`src/rtl/reg_list_sequencer.sv`:
```
// reg_list_sequencer: walks a Thumb PUSH/POP register list one transfer per
// cycle, then issues a single SP write-back beat. Freezes fetch/decode while
// a sequence runs and honours a downstream hold on every beat.
module reg_list_sequencer #(
    parameter int ADDR_WIDTH = 4,
    parameter int WORD       = 32,
    parameter int LIST_WIDTH = 8,
    parameter int LR_ADDR    = 14,
    parameter int PC_ADDR    = 15
) (
    input  logic                  clk_i,
    input  logic                  reset_i,
    input  logic                  start_i,
    input  logic                  is_pop_i,
    input  logic [LIST_WIDTH-1:0] reg_list_i,
    input  logic                  extra_reg_i,
    input  logic                  hold_i,
    output logic                  stall_pipeline_o,
    output logic                  xfer_valid_o,
    output logic                  xfer_is_pop_o,
    output logic [ADDR_WIDTH-1:0] xfer_reg_addr_o,
    output logic [WORD-1:0]       xfer_offset_o,
    output logic                  sp_update_o,
    output logic [WORD-1:0]       sp_delta_o,
    output logic                  done_o,
    output logic                  busy_o
);

    // Extended list carries the LR/PC request as its top bit so it is
    // naturally visited last by the lowest-set-bit scan.
    localparam int LW1 = LIST_WIDTH + 1;
    localparam int CW  = $clog2(LIST_WIDTH + 2);
    localparam int IW  = $clog2(LW1);

    typedef enum logic [1:0] {IDLE, ISSUE, SP_UPD} state_t;

    state_t         state_q, state_d;
    logic           pop_q, pop_d;
    logic [LW1-1:0] list_q, list_d;
    logic [CW-1:0]  cnt_q, cnt_d;
    logic [CW-1:0]  idx_q, idx_d;

    logic [CW-1:0]  start_cnt;
    logic [IW-1:0]  sel;
    logic [LW1-1:0] remain;
    logic [WORD-1:0] idx4, cnt4;

    // Popcount of the incoming list plus the optional extra register.
    always_comb begin
        start_cnt = CW'(extra_reg_i);
        for (int k = 0; k < LIST_WIDTH; k++)
            start_cnt = start_cnt + CW'(reg_list_i[k]);
    end

    // Lowest set bit of the remaining list, and the list with it removed.
    always_comb begin
        sel = '0;
        for (int k = LW1 - 1; k >= 0; k--)
            if (list_q[k]) sel = IW'(k);
        remain = list_q & ~(LW1'(1) << sel);
    end

    // Next-state logic and the start_i -> stall combinational path.
    always_comb begin
        state_d          = state_q;
        pop_d            = pop_q;
        list_d           = list_q;
        cnt_d            = cnt_q;
        idx_d            = idx_q;
        stall_pipeline_o = 1'b0;
        case (state_q)
            IDLE: begin
                stall_pipeline_o = start_i;
                if (start_i) begin
                    pop_d   = is_pop_i;
                    list_d  = {extra_reg_i, reg_list_i};
                    cnt_d   = start_cnt;
                    idx_d   = '0;
                    state_d = (start_cnt == '0) ? SP_UPD : ISSUE;
                end
            end
            ISSUE: begin
                stall_pipeline_o = 1'b1;
                if (!hold_i) begin
                    list_d = remain;
                    idx_d  = idx_q + CW'(1);
                    if (remain == '0) state_d = SP_UPD;
                end
            end
            SP_UPD: begin
                // Released on the accepted beat so decode resumes on return to IDLE.
                stall_pipeline_o = hold_i;
                if (!hold_i) state_d = IDLE;
            end
            default: state_d = IDLE;
        endcase
    end

    // State register; reset aborts any sequence without an SP beat.
    always_ff @(posedge clk_i) begin
        if (reset_i) begin
            state_q <= IDLE;
            pop_q   <= 1'b0;
            list_q  <= '0;
            cnt_q   <= '0;
            idx_q   <= '0;
        end else begin
            state_q <= state_d;
            pop_q   <= pop_d;
            list_q  <= list_d;
            cnt_q   <= cnt_d;
            idx_q   <= idx_d;
        end
    end

    // Beat outputs decoded from registered state only.
    always_comb begin
        idx4            = WORD'({idx_q, 2'b00});
        cnt4            = WORD'({cnt_q, 2'b00});
        xfer_valid_o    = (state_q == ISSUE);
        xfer_is_pop_o   = xfer_valid_o & pop_q;
        xfer_reg_addr_o = '0;
        xfer_offset_o   = '0;
        if (xfer_valid_o) begin
            if (sel == IW'(LIST_WIDTH))
                xfer_reg_addr_o = pop_q ? ADDR_WIDTH'(PC_ADDR) : ADDR_WIDTH'(LR_ADDR);
            else
                xfer_reg_addr_o = ADDR_WIDTH'(sel);
            // PUSH stores the lowest register at SP-4*count.
            xfer_offset_o = pop_q ? idx4 : (idx4 - cnt4);
        end
        sp_update_o = (state_q == SP_UPD);
        sp_delta_o  = sp_update_o ? (pop_q ? cnt4 : (~cnt4 + WORD'(1))) : '0;
        done_o      = sp_update_o;
        busy_o      = (state_q != IDLE);
    end

endmodule
```
`config.mk`:
```
export PLATFORM = sky130hd
export DESIGN_NAME = reg_list_sequencer
export DESIGN_NICKNAME = d
export VERILOG_FILES = /design/src/rtl/reg_list_sequencer.sv
export SDC_FILE = /design/constraint.sdc
export NUM_CORES = 1
export LEC_CHECK = 0
export BUFFER_PORTS_ARGS = -buffer_cell sky130_fd_sc_hd__buf_2
export CELL_PAD_IN_SITES_DETAIL_PLACEMENT = 2
export CELL_PAD_IN_SITES_GLOBAL_PLACEMENT = 2
export CORE_AREA = 3 3 94 96
export DETAILED_ROUTE_END_ITERATION = 8
export DIE_AREA = 0 0 97 99
export PLACE_DENSITY_LB_ADDON = 0.1
export SLEW_MARGIN = 20
export SYNTH_ARGS = -nofsm -noshare
export SYNTH_HDL_FRONTEND = slang
export SYNTH_SLANG_ARGS = --single-unit
export TNS_END_PERCENT = 1
```
`constraint.sdc`:
```
create_clock -name clk_i -period 5.4 [get_ports clk_i]
set_input_delay 1.08 -clock clk_i [delete_from_list [all_inputs] [get_ports clk_i]]
set_output_delay 1.08 -clock clk_i [all_outputs]
set_load 0.02 [all_outputs]
```
---- Yosys cells after proc, flatten, opt, wreduce, memory -nomap -nowiden ----
Index checks and enable logic that the tools add are counted.
Widths: inputs -> output; s select.
cells by class
  add/sub/neg operators ................... 11
  equal/unequal tests ..................... 7
  shifts and indexed selects .............. 1
  muxes and demuxes ....................... 29
  bitwise operators ....................... 4
  reduce and logical (&&, ||, !) cells .... 8
operator list
  kind                   number
  $mux 32                4
  $mux 4                 13
  $add 32x1->32 const B  1
  $not 6->32             1
  $add 4x1->4            5
  $mux 9                 2
  $pmux 9 s2             1
  $mux 2                 5
  $and 9x9->9            1
  $logic_not 9->1        1
  $not 9->9              1
  $shl 1x4->9 const A    1
  $pmux 4 s2             1
  $sub 6x6->7            1
  $ne 2x2->1 const B     3
  $pmux 2 s3             1
  $add 3x1->4            1
  $add 4x1->4 const B    1
  $eq 4x4->1 const B     1
  $logic_not 4->1        1
  $reduce_and 4->1       1
  $reduce_bool 2->1      2
  $add 2x1->3            1
  $pmux 1 s3             1
  9 further kinds        9
storage, ports and cells
  register bits after elaboration ......... 20
  input bits .............................. 14
  output and inout bits ................... 74

---- Depth between registers and ports, before layout ----
Gate-level depths: netlist of run 1.
  depth in word-level cells ............... 16
  depth in mapped cells ................... 12

---- Worst setup path after synthesis of run 1 ----
Ideal clock, no wire load.
  path kind ............................... reg-to-output
  from .................................... reg cnt_q[2]
  to ...................................... out xfer_offset_o[10]
  arrival time ............................ 4.008 ns
  data required time ...................... 4.320 ns
  path slack .............................. 0.312 ns
  stages on the path, launching flop included .. 7
  cell sequence ........................... dfxtp_1 inv_1 ha_1 nor2b_1 o21ai_0 nor4b_1 buf_4
on the way
  cells in the longest elaborated chain, start to end .. 3
ends and longest elaborated chain
  item                      RTL line  source
  start: declaration        40        logic [CW-1:0] cnt_q, cnt_d;
  start signal: assignment  111       cnt_q <= cnt_d;
  $sub 6x6->7               130       xfer_offset_o = pop_q ? idx4 : (idx4 - cnt4);
  $mux 32                   130
  $mux 32                   124       if (xfer_valid_o) begin
  end: declaration          22        output logic [WORD-1:0] xfer_offset_o,
No other way between the ends.

---- Worst setup path in the final report of run 1 ----
  from .................................... in reg_list_i[0]
  to ...................................... reg state_q[0]
on the way
  cells in the longest elaborated chain, start to end .. 12
ends and longest elaborated chain
  item                       RTL line  source
  start: declaration         15        input logic [LIST_WIDTH-1:0] reg_list_i,
  $add 1x1->2                52        start_cnt = start_cnt + CW'(reg_list_i[k]);
  $add 2x1->3                52
  $add 3x1->4                52
  $add 4x1->4 (5 in series)  52
  $logic_not 4->1            79        state_d = (start_cnt == '0) ? SP_UPD : ISSUE;
  $mux 2                     79
  $mux 2                     74        if (start_i) begin
  $pmux 2 s3                 71        case (state_q)
  end signal: assignment     108       state_q <= state_d;
  end: declaration           37        state_t state_q, state_d;
No other way between the ends. The select of a mux whose other input is x is not followed.
A chain may end at the register's enable or synchronous reset.

==> impl_metrics.prom, run 1 <==
# TYPE chip_impl_metric gauge
chip_impl_info{name="outcome",value="finished, final reports clean"} 1
chip_impl_info{name="clockRootBuffer",value="sky130_fd_sc_hd__clkbuf_8"} 1
chip_impl_metric{name="yosys.cell_types.count",unit=""} 43
chip_impl_metric{name="worst_vdd_drop",unit="uV"} 106.1
chip_impl_metric{name="cts-buffers-inserted",unit=""} 3
chip_impl_metric{name="post_cts_hold_buffer_count",unit=""} 0
chip_impl_metric{name="synth-edff-count",unit=""} 0
chip_impl_metric{name="cts_setup_buffers",unit=""} 0
chip_impl_metric{name="track_usage",unit="%"} 12.58
chip_impl_metric{name="clockPowerShare",unit="%"} 10.7
chip_impl_metric{name="final-seq-area",unit="um^2"} 400.4
chip_impl_metric{name="timing.max_slew.rel_slack",unit="%"} 39.23
chip_impl_info{name="grt_setup_unrepaired",value="no"} 1
chip_impl_info{name="hp-class",value="reg2reg"} 1
chip_impl_metric{name="worstSkewPairLatency",unit="ns"} 0.26
chip_impl_metric{name="timing.hold.worst_path_depth",unit=""} 2
chip_impl_metric{name="drt_pre_antenna_iters",unit=""} 4
chip_impl_metric{name="pwr_density_cell",unit="nW/um^2"} 514.3
chip_impl_metric{name="area_growth_syn_to_layout",unit="%"} 8.953
chip_impl_metric{name="remaining_drc_errors",unit=""} 0
chip_impl_metric{name="clkSinkCount",unit=""} 20
chip_impl_metric{name="post-route-period-util",unit="%"} 76.14
chip_impl_metric{name="timing.fmax",unit="MHz"} 243.2
chip_impl_metric{name="drive_above_1_share",unit="%"} 33.45
chip_impl_metric{name="final_cell_count_no_fill",unit=""} 392
chip_impl_metric{name="clkSlewWorstSetupHoldPaths",unit="ns"} 0.08
chip_impl_metric{name="power_frac_seq",unit="%"} 21.8
chip_impl_metric{name="final_net_count",unit=""} 317
chip_impl_metric{name="setup_viol",unit=""} 0
chip_impl_metric{name="final_util",unit="%"} 26.58
chip_impl_metric{name="syn-instance-count",unit=""} 261
chip_impl_metric{name="synthesis.area",unit="um^2"} 1984
chip_impl_metric{name="final-hold-violation-count",unit=""} 0
chip_impl_metric{name="avgRoutedWirePerCell",unit="um"} 15.50
chip_impl_metric{name="detailedPlacementHpwl",unit="mm"} 4.788
chip_impl_metric{name="ys_warn_count",unit=""} 0
chip_impl_metric{name="final_max_slew_viol_count",unit=""} 0
chip_impl_metric{name="top_level_ports",unit=""} 88
chip_impl_metric{name="worst-endpoint-arrival",unit="ns"} 4.29
chip_impl_metric{name="layout_filler_cell_count",unit=""} 993
chip_impl_metric{name="preCtsSetupSlack",unit="ns"} 0.9947
chip_impl_metric{name="intPower",unit="uW"} 506.2
chip_impl_metric{name="power_leakage",unit="uW"} 0.001103
chip_impl_metric{name="setup_skew_after_layout",unit="ns"} 0.001853
chip_impl_metric{name="p_total",unit="uW"} 1112
chip_impl_info{name="ys.flop_type",value="sky130_fd_sc_hd__dfxtp_1"} 1
chip_impl_info{name="start_point_of_the_worst_hold_path",value="idx_q[1]"} 1
chip_impl_metric{name="level_count_of_the_clock_h_tree",unit=""} 1
chip_impl_metric{name="route.antenna.remaining_nets",unit=""} 0
chip_impl_metric{name="final.min_clock_period",unit="ns"} 4.112
chip_impl_metric{name="core_area",unit="um^2"} 8134
chip_impl_metric{name="vias",unit=""} 1750
chip_impl_metric{name="rows",unit=""} 33
chip_impl_metric{name="vias_cell",unit=""} 4.464
chip_impl_info{name="r2r_start",value="state_q[1]"} 1
chip_impl_metric{name="timing.final.ws_setup",unit="ns"} 1.288
chip_impl_metric{name="drt_iter0_markers",unit=""} 47
chip_impl_metric{name="cp_data_required_time",unit="ns"} 5.58
chip_impl_metric{name="max_cap_violations",unit=""} 0
chip_impl_metric{name="multi_input_logic_area",unit="um^2"} 1062
chip_impl_metric{name="cts-resized-gates",unit=""} 0
chip_impl_metric{name="die_h",unit="um"} 99
chip_impl_metric{name="place.gp.congestion",unit=""} 0.7612
chip_impl_info{name="crit_path_start_kind",value="primary input"} 1
chip_impl_metric{name="chipWidth",unit="um"} 97
chip_impl_metric{name="max-clock-path-buffers",unit=""} 2
chip_impl_metric{name="grt_max_degree",unit=""} 27
chip_impl_info{name="timing.rr.end",value="state_q[1]"} 1
chip_impl_info{name="holdPathEnd",value="idx_q[1]"} 1
chip_impl_metric{name="swShare",unit="%"} 54.47
chip_impl_metric{name="detail_route.wirelength",unit="mm"} 6.077
chip_impl_metric{name="number_of_global_route_vias_before_repair",unit=""} 1826
chip_impl_metric{name="worst_reg2reg_path_depth",unit=""} 5
chip_impl_metric{name="synth_seq_cells",unit=""} 20
chip_impl_metric{name="port_buffers",unit=""} 83
chip_impl_metric{name="fp.dieArea",unit="um^2"} 9603
chip_impl_metric{name="fin_tns_setup",unit="ns"} 0
chip_impl_metric{name="placed_cells_incl_taps",unit=""} 388
chip_impl_info{name="path_class",value="in2reg"} 1
chip_impl_info{name="cp-end-kind",value="flip-flop"} 1
chip_impl_metric{name="path_max_fanout",unit=""} 2
chip_impl_metric{name="share_comb_of_total_power",unit="%"} 67.5
chip_impl_metric{name="yosysSeqAreaShare",unit="%"} 20.18
chip_impl_info{name="tritoncts_clock_tree",value="built"} 1
chip_impl_metric{name="initial_utilization",unit="%"} 24.40
chip_impl_metric{name="grt_overflow",unit=""} 0
chip_impl_metric{name="postSynth.asyncResetShare",unit="%"} 0
chip_impl_metric{name="reg2reg_slack",unit="ns"} 3.24
chip_impl_metric{name="grt_antenna_before_repair",unit=""} 0
chip_impl_metric{name="avgSynthCellArea",unit="um^2"} 7.603
chip_impl_metric{name="p_sw",unit="uW"} 605.6
chip_impl_metric{name="grt_first_pass_wirelength",unit="mm"} 9.825
chip_impl_metric{name="max_slew.worst_pin.slew",unit="ns"} 0.9116
chip_impl_metric{name="num_antenna_cells",unit=""} 0
worst max-delay path, stage by stage:
cell	delay, ns
sky130_fd_sc_hd__buf_2	0.12
sky130_fd_sc_hd__fa_1	0.53
sky130_fd_sc_hd__inv_1	0.05
sky130_fd_sc_hd__fa_1	0.49
sky130_fd_sc_hd__fa_1	0.43
sky130_fd_sc_hd__fa_1	0.42
sky130_fd_sc_hd__fa_1	0.39
sky130_fd_sc_hd__xnor2_1	0.24
sky130_fd_sc_hd__nor3_1	0.08
sky130_fd_sc_hd__nand2_1	0.12
sky130_fd_sc_hd__nand3b_1	0.09
sky130_fd_sc_hd__a311oi_1	0.26
synthesized netlist by cell type (2+ instances only):
library cell	count	area share [%]
sky130_fd_sc_hd__buf_4	53	20
sky130_fd_sc_hd__nor2_1	28	5.3
sky130_fd_sc_hd__inv_1	22	4.2
sky130_fd_sc_hd__dfxtp_1	20	20
sky130_fd_sc_hd__a21oi_1	15	3.8
sky130_fd_sc_hd__nand2_1	14	2.6
sky130_fd_sc_hd__nor3_1	11	2.8
sky130_fd_sc_hd__clkbuf_1	10	1.9
sky130_fd_sc_hd__o21ai_0	10	2.5
sky130_fd_sc_hd__ha_1	9	5.7
sky130_fd_sc_hd__a22oi_1	6	2.3
sky130_fd_sc_hd__fa_1	6	6.1
sky130_fd_sc_hd__a211oi_1	5	1.9
sky130_fd_sc_hd__nand3_1	5	1.3
sky130_fd_sc_hd__nor2b_1	5	1.6
sky130_fd_sc_hd__a21o_1	4	1.5
sky130_fd_sc_hd__mux2i_1	4	2.0
sky130_fd_sc_hd__nand2b_1	4	1.3
sky130_fd_sc_hd__xor2_1	3	1.3
sky130_fd_sc_hd__a311oi_1	2	0.88
sky130_fd_sc_hd__buf_2	2	0.50
sky130_fd_sc_hd__o31ai_1	2	0.76
cells by family (layout without fill, tap and decap cells):
family                   count (synthesis)  in the layout  synth area share (%)
AO/OA/AOI/OAI                           53             53                 18.85
XOR/XNOR                                 4              4                 1.766
adder cells (fa/ha/maj)                 15             15                 11.73
buffers and inverters                   88            111                 27.18
flip-flops                              20             20                 20.18
multiplexers                             4              4                 2.018
other                                    1              4                0.1890
AND/OR/NAND/NOR                         76             76                 18.10
routing by layer:
layer | vias up | routed length, um | GRT usage, %
met5 | - | 0 | 0
met1 | 849 | 2760 | 16.09
met4 | 0 | 48 | 3.240
met2 | 34 | 3100 | 22.61
met3 | 4 | 167 | 1.274
li1 | 863 | - | -
flip-flops by register name, indices dropped and copies added (netlist names):
name,count
cnt_q,4
state_q,2
list_q,9
idx_q,4
pop_q,1
worst max-delay path by stage:
stage | start | endpoint | depth (start not counted)
after global placement | reg_list_i[0] | state_q[0] | 12
after floorplan | cnt_q[2] | xfer_offset_o[10] | 6
after CTS | reg_list_i[0] | state_q[0] | 12
final | reg_list_i[0] | state_q[0] | 12
after detailed placement | reg_list_i[0] | state_q[0] | 12
after global routing | reg_list_i[0] | state_q[0] | 12
layout by cell type (no fill, tap or decap), types with 2 or more instances in the layout:
cell and n:
sky130_fd_sc_hd__nor3_1 11, sky130_fd_sc_hd__ha_1 9, sky130_fd_sc_hd__dfxtp_1 20, sky130_fd_sc_hd__mux2i_1 4, sky130_fd_sc_hd__xor2_1 3, sky130_fd_sc_hd__nand2b_1 4
sky130_fd_sc_hd__fa_1 6, sky130_fd_sc_hd__nand2_1 14, sky130_fd_sc_hd__a21o_1 4, sky130_fd_sc_hd__clkbuf_8 4, sky130_fd_sc_hd__o31ai_1 2, sky130_fd_sc_hd__nor2_1 28
sky130_fd_sc_hd__nand3_1 5, sky130_fd_sc_hd__conb_1 4, sky130_fd_sc_hd__a22oi_1 6, sky130_fd_sc_hd__a211oi_1 5, sky130_fd_sc_hd__buf_4 2, sky130_fd_sc_hd__inv_1 22
sky130_fd_sc_hd__a21oi_1 15, sky130_fd_sc_hd__a311oi_1 2, sky130_fd_sc_hd__buf_2 83, sky130_fd_sc_hd__nor2b_1 5, sky130_fd_sc_hd__o21ai_0 10
cell type report:
type / instances / area share [%]
flip-flops and latches: 20 / 18.52
well taps: 105 / 6.076
multi-input cells: 156 / 49.13
repair buffers: 85 / 19.91
clock buffers: 4 / 2.546
inverters: 22 / 3.819
power groups by stage:
stage | Sequential [uW] | Combinational, uW | Clock (uW)
final | 243 | 751 | 119
after global routing | 254 | 832 | 132
after CTS | 245 | 769 | 127
after detailed placement | 249 | 768 | 0
after global placement | 249 | 758 | 0
after floorplan | 202 | 696 | 0
per-stage QoR:
step | area, um^2 | hold slack [ns]
global placement | 2107 | 0.5502
CTS | 2162 | 0.5641
floorplan | 1996 | 0.4897
finish | 2162 | 0.5569
global route | 2162 | 0.6057
detailed placement | 2107 | 0.5518
(Power assumes the default switching activity.)
==> inputs of run 2 (changes only) <==
--- a/config.mk
+++ b/config.mk
@@ -5,12 +5,13 @@
 export SDC_FILE = /design/constraint.sdc
 export NUM_CORES = 1
 export LEC_CHECK = 0
+export ABC_AREA = 1
 export BUFFER_PORTS_ARGS = -buffer_cell sky130_fd_sc_hd__buf_2
 export CELL_PAD_IN_SITES_DETAIL_PLACEMENT = 2
 export CELL_PAD_IN_SITES_GLOBAL_PLACEMENT = 2
-export CORE_AREA = 3 3 94 96
+export CORE_AREA = 3 3 99 101
 export DETAILED_ROUTE_END_ITERATION = 8
-export DIE_AREA = 0 0 97 99
+export DIE_AREA = 0 0 102 104
 export PLACE_DENSITY_LB_ADDON = 0.1
 export SLEW_MARGIN = 20
 export SYNTH_ARGS = -nofsm -noshare
==> constraint.sdc (replaced) <==
create_clock -name clk_i -period 3.6 [get_ports clk_i]
set_input_delay 0.72 -clock clk_i [delete_from_list [all_inputs] [get_ports clk_i]]
set_output_delay 0.72 -clock clk_i [all_outputs]
set_load 0.02 [all_outputs]
==> impl_metrics.prom, run 2 <==
# TYPE chip_impl_metric gauge
chip_impl_metric{name="timing.fmax",unit="MHz"} 281.1
chip_impl_metric{name="max_slew.worst_pin.slew",unit="ns"} 0.5415
chip_impl_metric{name="final-seq-area",unit="um^2"} 400.4
chip_impl_info{name="dominant_cell_type_by_area_after_synthesis",value="sky130_fd_sc_hd__buf_4"} 1
chip_impl_metric{name="die_h",unit="um"} 104
chip_impl_metric{name="yosysSeqAreaShare",unit="%"} 19.31
chip_impl_metric{name="final_max_slew_viol_count",unit=""} 0
chip_impl_metric{name="chipWidth",unit="um"} 102
chip_impl_metric{name="timing.max_slew.rel_slack",unit="%"} 63.66
chip_impl_metric{name="grt_overflow",unit=""} 0
chip_impl_metric{name="worst-endpoint-arrival",unit="ns"} 3.72
chip_impl_info{name="final_common_cell",value="sky130_fd_sc_hd__buf_2"} 1
chip_impl_info{name="yosys-top-cells-area",value="sky130_fd_sc_hd__buf_4 20%, sky130_fd_sc_hd__dfxtp_1 19%, sky130_fd_sc_hd__inv_1 8.0%"} 1
chip_impl_info{name="synth.top_cells.by_count",value="55 x sky130_fd_sc_hd__buf_4, 44 x sky130_fd_sc_hd__inv_1, 36 x sky130_fd_sc_hd__nand2_1, 20 x sky130_fd_sc_hd__dfxtp_1, 19 x sky130_fd_sc_hd__nor2_1"} 1
chip_impl_info{name="outcome",value="finished, final reports clean"} 1
chip_impl_metric{name="post-route-period-util",unit="%"} 98.83
chip_impl_metric{name="worst_vdd_drop",unit="uV"} 194.3
chip_impl_metric{name="fp.dieArea",unit="um^2"} 10610
chip_impl_info{name="max_flop_register",value="list_q"} 1
chip_impl_info{name="grt_setup_unrepaired",value="yes"} 1
chip_impl_metric{name="synthesis.area",unit="um^2"} 2073
chip_impl_metric{name="worstSkewPairLatency",unit="ns"} 0.26
chip_impl_metric{name="port_buffers",unit=""} 83
chip_impl_info{name="path_class",value="in2reg"} 1
chip_impl_metric{name="cp_data_required_time",unit="ns"} 3.76
chip_impl_info{name="cp-end-kind",value="flip-flop"} 1
chip_impl_metric{name="setup_viol",unit=""} 0
chip_impl_metric{name="yosys.cell_types.count",unit=""} 33
chip_impl_metric{name="initial_utilization",unit="%"} 22.76
chip_impl_info{name="layout_common_cells",value="82 x sky130_fd_sc_hd__buf_2, 44 x sky130_fd_sc_hd__inv_1, 36 x sky130_fd_sc_hd__nand2_1, 20 x sky130_fd_sc_hd__dfxtp_1, 19 x sky130_fd_sc_hd__nor2_1"} 1
chip_impl_metric{name="post_cts_hold_buffer_count",unit=""} 0
chip_impl_metric{name="level_count_of_the_clock_h_tree",unit=""} 1
chip_impl_metric{name="grt_antenna_before_repair",unit=""} 0
chip_impl_metric{name="synth_largest_type_area_fraction",unit="%"} 19.92
chip_impl_info{name="tritoncts_clock_tree",value="built"} 1
chip_impl_metric{name="core_area",unit="um^2"} 9109
chip_impl_info{name="ys.flop_type",value="sky130_fd_sc_hd__dfxtp_1"} 1
chip_impl_metric{name="grt_max_degree",unit=""} 27
chip_impl_metric{name="avgSynthCellArea",unit="um^2"} 7.125
chip_impl_metric{name="detail_route.wirelength",unit="mm"} 6.538
chip_impl_metric{name="max_cap_violations",unit=""} 0
chip_impl_metric{name="ys_warn_count",unit=""} 0
chip_impl_metric{name="met1Wirelength",unit="mm"} 3.210
chip_impl_metric{name="clkSinkCount",unit=""} 20
chip_impl_metric{name="cts_setup_buffers",unit=""} 0
chip_impl_info{name="layout_top_registers",value="list_q: 9 flops, cnt_q: 4 flops, idx_q: 4 flops"} 1
chip_impl_metric{name="syn-instance-count",unit=""} 291
chip_impl_metric{name="grt_first_pass_wirelength",unit="mm"} 10.39
chip_impl_metric{name="postSynth.asyncResetShare",unit="%"} 0
chip_impl_metric{name="track_usage",unit="%"} 12.24
chip_impl_metric{name="vias",unit=""} 1926
chip_impl_metric{name="pwr_density_cell",unit="nW/um^2"} 896.2
chip_impl_metric{name="remaining_drc_errors",unit=""} 0
chip_impl_info{name="most_frequent_cell_after_synthesis",value="sky130_fd_sc_hd__buf_4"} 1
chip_impl_metric{name="synth_seq_cells",unit=""} 20
chip_impl_metric{name="rows",unit=""} 35
chip_impl_info{name="hp-class",value="reg2reg"} 1
chip_impl_metric{name="path_max_fanout",unit=""} 2
chip_impl_metric{name="cts-buffers-inserted",unit=""} 3
chip_impl_metric{name="setup_skew_after_layout",unit="ns"} 0.003972
chip_impl_metric{name="fin_tns_setup",unit="ns"} 0
chip_impl_metric{name="final-hold-violation-count",unit=""} 0
chip_impl_metric{name="route.antenna.remaining_nets",unit=""} 0
chip_impl_metric{name="met3_length",unit="um"} 301
chip_impl_metric{name="drive_above_1_share",unit="%"} 38.67
chip_impl_metric{name="final.min_clock_period",unit="ns"} 3.558
chip_impl_metric{name="synth-edff-count",unit=""} 0
chip_impl_metric{name="detailedPlacementHpwl",unit="mm"} 5.387
chip_impl_metric{name="drt_pre_antenna_iters",unit=""} 4
chip_impl_info{name="top_signal_layer_used",value="met4"} 1
chip_impl_metric{name="max-clock-path-buffers",unit=""} 2
chip_impl_metric{name="number_of_global_route_vias_before_repair",unit=""} 1918
chip_impl_metric{name="avgRoutedWirePerCell",unit="um"} 14.79
chip_impl_metric{name="p_total",unit="uW"} 2131
chip_impl_info{name="clockRootBuffer",value="sky130_fd_sc_hd__clkbuf_8"} 1
chip_impl_metric{name="final_net_count",unit=""} 361
chip_impl_metric{name="area_growth_syn_to_layout",unit="%"} 14.67
chip_impl_metric{name="drt_iter0_markers",unit=""} 49
chip_impl_metric{name="num_antenna_cells",unit=""} 0
chip_impl_metric{name="top_level_ports",unit=""} 88
chip_impl_metric{name="wl_met2",unit="mm"} 2.990
chip_impl_metric{name="clkSlewWorstSetupHoldPaths",unit="ns"} 0.09
chip_impl_metric{name="place.gp.congestion",unit=""} 0.7327
chip_impl_metric{name="power_leakage",unit="uW"} 0.001259
chip_impl_metric{name="multi_input_logic_area",unit="um^2"} 1095
chip_impl_metric{name="largest_register_ff_count",unit=""} 9
chip_impl_metric{name="vias_cell",unit=""} 4.357
chip_impl_metric{name="layout_filler_cell_count",unit=""} 1107
chip_impl_info{name="crit_path_start_kind",value="primary input"} 1
==> run 2: stage by stage <==
stage	std cells	cell area (um^2)	util (%)	setup slack (ns)	hold WS, ns
floorplan	294	2092	-	-0.08793	0.4789
global placement	438	2281	25.04	-0.3287	0.5141
detailed placement	438	2281	25.04	-0.4185	0.5206
CTS	442	2374	26.06	0.01272	0.5350
global route	442	2377	26.10	-0.06176	0.5694
finish	442	2377	26.10	0.04216	0.5324
==> run 2: kinds of logic (layout without fill, tap and decap cells) <==
family	after synthesis	count (layout)	share of synthesized area, %
adder cells (fa/ha/maj)	15	15	11.23
AO/OA/AOI/OAI	54	54	16.96
buffers and inverters	108	145	29.69
AND/OR/NAND/NOR	90	90	21.36
XOR/XNOR	3	3	1.268
other	1	4	0.1809
flip-flops	20	20	19.31
==> run 2: layer usage <==
| layer | GRT usage (%) | vias up |
|---|---|---|
| met2 | 20.15 | 60 |
| met1 | 17.12 | 900 |
| met4 | 2.530 | 0 |
| met5 | 0 | - |
| li1 | - | 964 |
| met3 | 1.341 | 2 |
==> run 2: path summary, 6_finish.rpt <==
check	from	depth (start not counted)	to	slack (ns)
max	reg_list_i[0]	12	state_q[1]	0.04
min	list_q[6]	2	list_q[6]	0.53
max reg2reg	state_q[1]	7	list_q[3]	1.78
min reg2reg	list_q[6]	2	list_q[6]	0.53
==> run 2: what timing repair did <==
item	4_1_cts	5_1_grt
setup endpoints to repair	1	2
pin swaps	1	3
resized for setup	5	1
==> run 2: final cells by class <==
class	instances	area share [%]
multi-input cells	166	46.05
repair buffers	91	20.26
flip-flops and latches	20	16.84
inverters	50	8.000
well taps	111	5.842
clock buffers	3	1.737
clock inverters	1	1.263
==> run 2: where the power goes <==
| part | switching (uW) | internal (uW) |
|---|---|---|
| clock | 85.8 | 149 |
| combinational | 1030 | 489 |
| sequential | 83.5 | 289 |
==> run 2: worst max-delay path: stages <==
cell,delay [ns]
sky130_fd_sc_hd__buf_6,0.10
sky130_fd_sc_hd__fa_1,0.53
sky130_fd_sc_hd__inv_1,0.05
sky130_fd_sc_hd__fa_1,0.49
sky130_fd_sc_hd__fa_1,0.44
sky130_fd_sc_hd__fa_2,0.38
sky130_fd_sc_hd__fa_2,0.36
sky130_fd_sc_hd__xor2_2,0.16
sky130_fd_sc_hd__nand4_1,0.15
sky130_fd_sc_hd__o21ai_2,0.08
sky130_fd_sc_hd__o31ai_2,0.22
sky130_fd_sc_hd__a21oi_2,0.04
